$ cat src/rtl/snn_pkg.sv
// Shared constants and types for the ROC-to-SNN AER transmit path.
// Holds link widths, the event-type prefix and the transmit FSM states.
package snn_pkg;

    localparam int INDEX_BITS  = 10;
    localparam int AER_WIDTH   = 12;
    localparam int PREFIX_BITS = AER_WIDTH - INDEX_BITS;

    // Event-type field placed above the pixel index on AERIN_ADDR
    localparam logic [PREFIX_BITS-1:0] EVT_PIXEL  = 2'b00;
    localparam logic [PREFIX_BITS-1:0] EVT_PREFIX = EVT_PIXEL;

    localparam int IMAGE_SIZE_DEF  = 784;
    localparam int ACK_TIMEOUT_DEF = 255;

    typedef enum logic [1:0] {
        IDLE,
        REQ_UP,
        WAIT_ACK_H,
        WAIT_ACK_L
    } aer_tx_state_t;

endpackage

$ cat src/rtl/sync_2ff.sv
// Generic two-flop synchronizer with synchronous active-high reset.
// Ports: clk, rst, d (async input), q (synchronized output).
module sync_2ff #(
    parameter int WIDTH = 1
) (
    input  logic             clk,
    input  logic             rst,
    input  logic [WIDTH-1:0] d,
    output logic [WIDTH-1:0] q
);

    logic [WIDTH-1:0] meta;

    always_ff @(posedge clk) begin
        if (rst) begin
            meta <= '0;
            q    <= '0;
        end else begin
            meta <= d;
            q    <= meta;
        end
    end

endmodule

$ cat src/rtl/roc_aer_tx.sv
// Sends each sorted pixel index from the ROC encoder as one 4-phase
// REQ/ACK AER event, counts delivered spikes per image, flags ACK timeouts.
// Ports: CLK, RST (sync, active high), NEW_IMAGE, NEXT_INDEX,
//   FOUND_NEXT_INDEX, AERIN_CTRL_BUSY, AERIN_ADDR, AERIN_REQ, AERIN_ACK,
//   SPIKE_CNT, IMAGE_SENT, ERR_TIMEOUT.
module roc_aer_tx
    import snn_pkg::*;
#(
    parameter int IMAGE_SIZE  = IMAGE_SIZE_DEF,
    parameter int ACK_TIMEOUT = ACK_TIMEOUT_DEF,
    localparam int CNT_W      = $clog2(IMAGE_SIZE + 1)
) (
    input  logic                  CLK,
    input  logic                  RST,
    input  logic                  NEW_IMAGE,
    input  logic [INDEX_BITS-1:0] NEXT_INDEX,
    input  logic                  FOUND_NEXT_INDEX,
    output logic                  AERIN_CTRL_BUSY,
    output logic [AER_WIDTH-1:0]  AERIN_ADDR,
    output logic                  AERIN_REQ,
    input  logic                  AERIN_ACK,
    output logic [CNT_W-1:0]      SPIKE_CNT,
    output logic                  IMAGE_SENT,
    output logic                  ERR_TIMEOUT
);

    localparam int TO_W =
        (ACK_TIMEOUT > 1) ? $clog2(ACK_TIMEOUT) : 1;
    localparam logic [TO_W-1:0] TO_LAST =
        TO_W'((ACK_TIMEOUT > 0) ? ACK_TIMEOUT - 1 : 0);
    localparam logic [CNT_W-1:0] CNT_MAX = CNT_W'(IMAGE_SIZE);

    aer_tx_state_t         state, state_n;
    logic                  busy_q, busy_n;
    logic                  req_q, req_n;
    logic [AER_WIDTH-1:0]  addr_q, addr_n;
    logic                  err_q, err_n;
    logic                  guard_q, guard_n;
    logic                  done;
    logic                  expired;
    logic                  ack_s;
    logic [TO_W-1:0]       to_cnt;
    logic [CNT_W-1:0]      cnt_q;
    logic                  sent_q;

    sync_2ff #(
        .WIDTH(1)
    ) u_ack_sync (
        .clk(CLK),
        .rst(RST),
        .d  (AERIN_ACK),
        .q  (ack_s)
    );

    always_ff @(posedge CLK) begin
        if (RST) begin
            state   <= IDLE;
            busy_q  <= 1'b0;
            req_q   <= 1'b0;
            addr_q  <= '0;
            err_q   <= 1'b0;
            guard_q <= 1'b0;
        end else begin
            state   <= state_n;
            busy_q  <= busy_n;
            req_q   <= req_n;
            addr_q  <= addr_n;
            err_q   <= err_n;
            guard_q <= guard_n;
        end
    end

    always_comb begin
        state_n = state;
        busy_n  = busy_q;
        req_n   = req_q;
        addr_n  = addr_q;
        err_n   = err_q;
        guard_n = 1'b0;
        done    = 1'b0;
        expired = (ACK_TIMEOUT != 0) && (to_cnt == TO_LAST);
        unique case (state)
            IDLE: begin
                // First IDLE cycle after a transfer is skipped so a
                // FOUND still held from the last index is not resent.
                // A stale high ACK also blocks acceptance.
                if (!guard_q && FOUND_NEXT_INDEX && !ack_s) begin
                    addr_n  = {EVT_PREFIX, NEXT_INDEX};
                    busy_n  = 1'b1;
                    state_n = REQ_UP;
                end
            end
            REQ_UP: begin
                req_n   = 1'b1;
                state_n = WAIT_ACK_H;
            end
            WAIT_ACK_H: begin
                if (ack_s) begin
                    req_n   = 1'b0;
                    state_n = WAIT_ACK_L;
                end else if (expired) begin
                    err_n   = 1'b1;
                    req_n   = 1'b0;
                    busy_n  = 1'b0;
                    guard_n = 1'b1;
                    state_n = IDLE;
                end
            end
            WAIT_ACK_L: begin
                if (!ack_s) begin
                    done    = 1'b1;
                    busy_n  = 1'b0;
                    guard_n = 1'b1;
                    state_n = IDLE;
                end else if (expired) begin
                    err_n   = 1'b1;
                    busy_n  = 1'b0;
                    guard_n = 1'b1;
                    state_n = IDLE;
                end
            end
            default: begin
                req_n   = 1'b0;
                busy_n  = 1'b0;
                state_n = IDLE;
            end
        endcase
    end

    // Restarts on every state change, so each ACK edge gets a full window
    always_ff @(posedge CLK) begin
        if (RST) begin
            to_cnt <= '0;
        end else if (ACK_TIMEOUT == 0 || state_n != state) begin
            to_cnt <= '0;
        end else if (state == WAIT_ACK_H || state == WAIT_ACK_L) begin
            to_cnt <= to_cnt + TO_W'(1);
        end else begin
            to_cnt <= '0;
        end
    end

    // A full count is shown for one cycle, then wraps with IMAGE_SENT.
    // NEW_IMAGE beats a completion landing in the same cycle.
    always_ff @(posedge CLK) begin
        if (RST) begin
            cnt_q  <= '0;
            sent_q <= 1'b0;
        end else begin
            sent_q <= (cnt_q == CNT_MAX);
            if (NEW_IMAGE || cnt_q == CNT_MAX) begin
                cnt_q <= '0;
            end else if (done) begin
                cnt_q <= cnt_q + CNT_W'(1);
            end
        end
    end

    assign AERIN_CTRL_BUSY = busy_q;
    assign AERIN_REQ       = req_q;
    assign AERIN_ADDR      = addr_q;
    assign ERR_TIMEOUT     = err_q;
    assign SPIKE_CNT       = cnt_q;
    assign IMAGE_SENT      = sent_q;

endmodule

$ cat config.mk
export PLATFORM = sky130hd
export DESIGN_NAME = roc_aer_tx
export DESIGN_NICKNAME = d
export VERILOG_FILES = /design/src/rtl/snn_pkg.sv /design/src/rtl/sync_2ff.sv /design/src/rtl/roc_aer_tx.sv
export SDC_FILE = /design/constraint.sdc
export NUM_CORES = 1
export LEC_CHECK = 0
export BUFFER_PORTS_ARGS = -buffer_cell sky130_fd_sc_hd__buf_4
export CORE_UTILIZATION = 45
export CTS_BUF_LIST = sky130_fd_sc_hd__clkbuf_4
export CTS_CLUSTER_SIZE = 10
export DETAILED_ROUTE_END_ITERATION = 8
export PLACE_DENSITY = 0.73
export SETUP_SLACK_MARGIN = 0.02
export SYNTH_ARGS = -nofsm -noshare
export SYNTH_HDL_FRONTEND = slang
export SYNTH_HIERARCHICAL = 1
export SYNTH_SLANG_ARGS = --single-unit
$ cat constraint.sdc
create_clock -name CLK -period 1.46 [get_ports CLK]
set_clock_uncertainty 0.05 [all_clocks]
set_input_delay 0.292 -clock CLK [delete_from_list [all_inputs] [get_ports CLK]]
set_output_delay 0.292 -clock CLK [all_outputs]
set_load 0.02 [all_outputs]
-- Word level (Yosys, flattened, before mapping)
Cells that the tools add are included.
- register bits: 37
- output and inout port bits: 26
- logic and storage cells: 63
- add/subtract/negate cells: 2
- equality and inequality tests: 10
- mux-type cells: 23
- bitwise operators: 1
- reduce and logical (&&, ||, !) cells: 16
- operators with widths (operator ; number):
    $mux 1 ; 14
    $add 10x1->10 const B ; 1
    $eq 10x10->1 const B ; 1
    $add 8x1->8 const B ; 1
    $eq 8x8->1 const B ; 1
    $mux 2 ; 4
    $pmux 2 s4 ; 1
    $pmux 1 s2 ; 3
    $reduce_and 3->1 ; 2
    $eq 2x2->1 const B ; 2
    $ne 2x2->1 const B ; 2
    $reduce_and 2->1 ; 2
    $reduce_bool 2->1 ; 2
    $ne 3x2->1 const B ; 1
    $pmux 1 s3 ; 1
    $reduce_bool 3->1 ; 1
    $reduce_or 3->1 ; 1
    $eq 2x1->1 const B ; 1
    $logic_and 1x1->1 ; 2
    $logic_not 1->1 ; 2
    $logic_not 2->1 ; 1
    $logic_or 1x1->1 ; 2
    $ne 2x1->1 const B ; 1
    $ne 2x2->1 ; 1
    2 further kinds ; 2

-- Depth between registers and ports, before layout
- depth after elaboration: 7
- gate-level depth with buffers: 7
- mapped depth without buffers: 6

-- Hierarchy
Netlist, hierarchy kept.
- modules (own cells, without submodules) (module ; instances ; cells each ; area each (um^2)):
    roc_aer_tx ; 1 ; 178 ; 1569.0
    sync_2ff ; 1 ; 4 ; 52.6

-- Worst setup path before layout
Ideal clock, no wire load.
- path type: register to register
- from: register cnt_q[0], in the netlist SPIKE_CNT[0]
- to: register cnt_q[2], in the netlist SPIKE_CNT[2]
- setup time: 65 ps
- data arrival time: 1431 ps
- data required time: 1345 ps
- slack: -85 ps
- cell stages (with the launch flop): 7
- cells stage by stage: dfxtp_1 -> inv_1 -> ha_1 -> and3_1 -> a311o_1 -> buf_6 -> nor2_1
- longest elaborated chain between the ends: 3
- elaborated cells on any way between the ends: 4
- classes of those cells: add/sub (1); eq/ne (1); reduce/logical (2)
- RTL lines (item ; RTL line ; RTL):
    start: declaration ; roc_aer_tx.sv:43 ; logic [CNT_W-1:0] cnt_q;
    start signal: assignment ; roc_aer_tx.sv:154 ; cnt_q <= cnt_q + CNT_W'(1);
    branches (longest 3 deep; another with $add 10x1->10) ; -- ;
Parallel ways; which one is timed is not known.
A chain may end at the register's enable or synchronous reset.

-- Worst setup path after layout
- from: register cnt_q[3], in the netlist SPIKE_CNT[3]
- to: output port SPIKE_CNT[3]
- RTL lines (item ; RTL line ; RTL):
    end: declaration ; roc_aer_tx.sv:22 ; output logic [CNT_W-1:0] SPIKE_CNT,
No word-level cell between the ends.

==> results.cfg <==
[status]
status = finished clean

[worst_setup_path]
cp_slowest_cell = dfxtp_1
critPathCaptureType = primary output
cp.required_ns = 1.12
crit_buf_inv = 2
critPathKind = reg -> out
critPathMaxFanout = 4
path_common_cell = buf_4
cp-startpoint = SPIKE_CNT[3]
r2r_setup_slack_ns = 0.10
cp_slowest_stage_delay_ns = 0.40
path_cells = buf_4 -> buf_4
endpoint = SPIKE_CNT[3]
reg2reg_from = SPIKE_CNT[1]
critPathArrivalTime_ns = 1.03
rr_worst_depth = 6
rr_endpoint = SPIKE_CNT[8]
start_kind = flip-flop
crit_cells = 2
cp_top_family = flip-flops

[finish]
stdcell_count = 280
area_growth_pct = 31.9
final_util_pct = 63.1
fin_nets = 253
drive_above_1_share_pct = 35.0
final_area_sq_um = 2140
n_antenna_cell = 0

[logic_synthesis]
seq_area_frac_synth_pct = 45.7
async_flop_share_pct = 0
synthTopCellsByArea = dfxtp_1, nor2_1, mux2i_1
synth.distinct_cells = 36
yosys-top-cells-count = dfxtp_1, nor2_1, a21oi_1, nor3_1
post_synth.cell_area_avg_sq_um = 8.91
synth_top_area_share_pct = 45.7
mappedNetlistArea_sq_um = 1620
synth_most_common_cell = dfxtp_1
synth_seq_cells = 37
synth_top_area_cell = dfxtp_1
synth_cells = 182
ys.flop_type = dfxtp_1
yosys_warnings = 6
synth-edff-count = 0

[global_route]
grt_start_max_net_pins = 18
grt_usage_pct = 18.5
overflow = 0
grt_first_pass_wirelength_mm = 5.18
grt_pass1_vias = 1220
grt_antenna_before_repair = 0

[clock_tree]
insertion_delay_ns = 0.35
cts_tree = done
cts_made_buffers = 5
clock_sinks = 37
clkTransAtPathRegs_ns = 0.10
clockBufferDepth = 2
hold_buffers = 0
root_buffer = clkbuf_4
h-tree-depth = 2

[placed_design]
portBuffers = 38
dp_cells = 270
place_area_sq_um = 2020
dp_worst_setup_slack_ns = -0.0109
dpl.hpwl_mm = 2.38
place_congestion = 0.821

[timing]
hold_viol = 0
maxSlewViolCount = 0
setup_ws_ns = 0.0891
fin_crit_sh_pct = 93.9
layout_min_cycle_time_ns = 1.37
setup_violations = 0
rsz0062_at_grt = yes
fmax_mhz = 729
finalSetupTns_ns = 0
fin_hold_ws_ns = 0.0965

[hold_path]
hold_depth = 2
hp-class = in -> reg

[detailed_routing]
drc_errors = 0
viasPerCell = 5.02
antenna_left = 0
wl_per_cell_microns = 12.2
firstDrtPassIters = 6
vias = 1406
drtIter0Drc = 67
routed_wl_mm = 3.43

[floorplanning]
die_w_microns = 62.0
die_h_microns = 62.0
std_cell_rows = 21
top_level_ports = 41
start_util_pct = 47.8
core_sq_um = 3390
die_area_sq_um = 3850

[power_and_ir_drop]
power_density_nw_per_um2 = 856
worst_ir_drop_vdd_mv = 0.595
power.leakage_nw = 0.898
power_mw = 1.83

[run]
cap_violations = 0
state kept, by name (all words and copies together), names as in the netlist, 2 cells and up:
| register | count |
|---|---|
| state | 2 |
| AERIN_ADDR | 10 |
| SPIKE_CNT | 10 |
| to_cnt | 8 |
cell usage in the layout (no fill, tap or decap), drive strengths merged, types with 2 or more instances in the layout:
cell type,count
buf,57
dfxtp,37
nor2,33
a21oi,13
nor3,11
mux2i,10
nand2,10
xnor2,9
inv,6
clkbuf,6
nand3,5
ha,4
and3,3
nor4,3
o21ai,2
a31oi,2
nand4,2
xor2,2
conb,2
nor2b,2
nand4b,2
and2,2
routing by layer:
layer	global-route usage, %	routed length, microns	vias to the layer above	share of wire (%)
li1	-	-	713	-
met1	23.6	1570	664	46
met2	29.0	1720	27	50
met3	6.42	127	2	3.7
met4	6.67	10	0	0.29
met5	0	0	-	0
cell type report:
type,count,area (sq um)
fillers,293,1250
multi-input cells,127,813
flip-flops and latches,37,752
repair buffers,57,444
well taps,46,57.6
clock buffers,6,45.0
inverters,6,22.5
clock inverters,1,3.75
worst register-to-register path: stages, from the launching register on:
cell and delay, ns:
dfxtp_2 0.35, buf_4 0.11, ha_1 0.18, inv_1 0.08, nor4_2 0.30, xnor2_1 0.15, nor2_1 0.05
timing repair:
| action | in CTS | in global routing |
|---|---|---|
| buffers inserted | 3 | 0 |
| gates resized for setup | 5 | 10 |
| setup endpoints to repair | 15 | 31 |
| endpoints found under the hold margin | 0 | 0 |
| pin swaps | 6 | 3 |
worst min-delay path by stage:
| stage | start | to |
|---|---|---|
| final | RST | u_ack_sync/meta |
| after global routing | RST | u_ack_sync/meta |
| after CTS | RST | u_ack_sync/meta |
| after detailed placement | u_ack_sync/meta | u_ack_sync/q |
| after global placement | u_ack_sync/meta | u_ack_sync/q |
| after floorplan | RST | u_ack_sync/meta |
kinds of logic (layout without fill, tap and decap cells):
family	Yosys count	after routing	share of synthesized area, %
muxes	10	10	6.17
DFF	37	37	45.7
other	1	2	0.231
buffers and inverters	19	70	6.64
adders and majority gates	4	4	3.09
and+or+nand+nor	79	79	24.7
xor gates and xnor gates	11	11	5.94
AOI/OAI and AO/OA	21	21	7.56
power by group:
| group | internal (mW) | switching [mW] |
|---|---|---|
| registers | 1.04 | 0.0271 |
| clock network | 0.193 | 0.324 |
| logic | 0.125 | 0.118 |
Power figures use the tool's default switching activity.
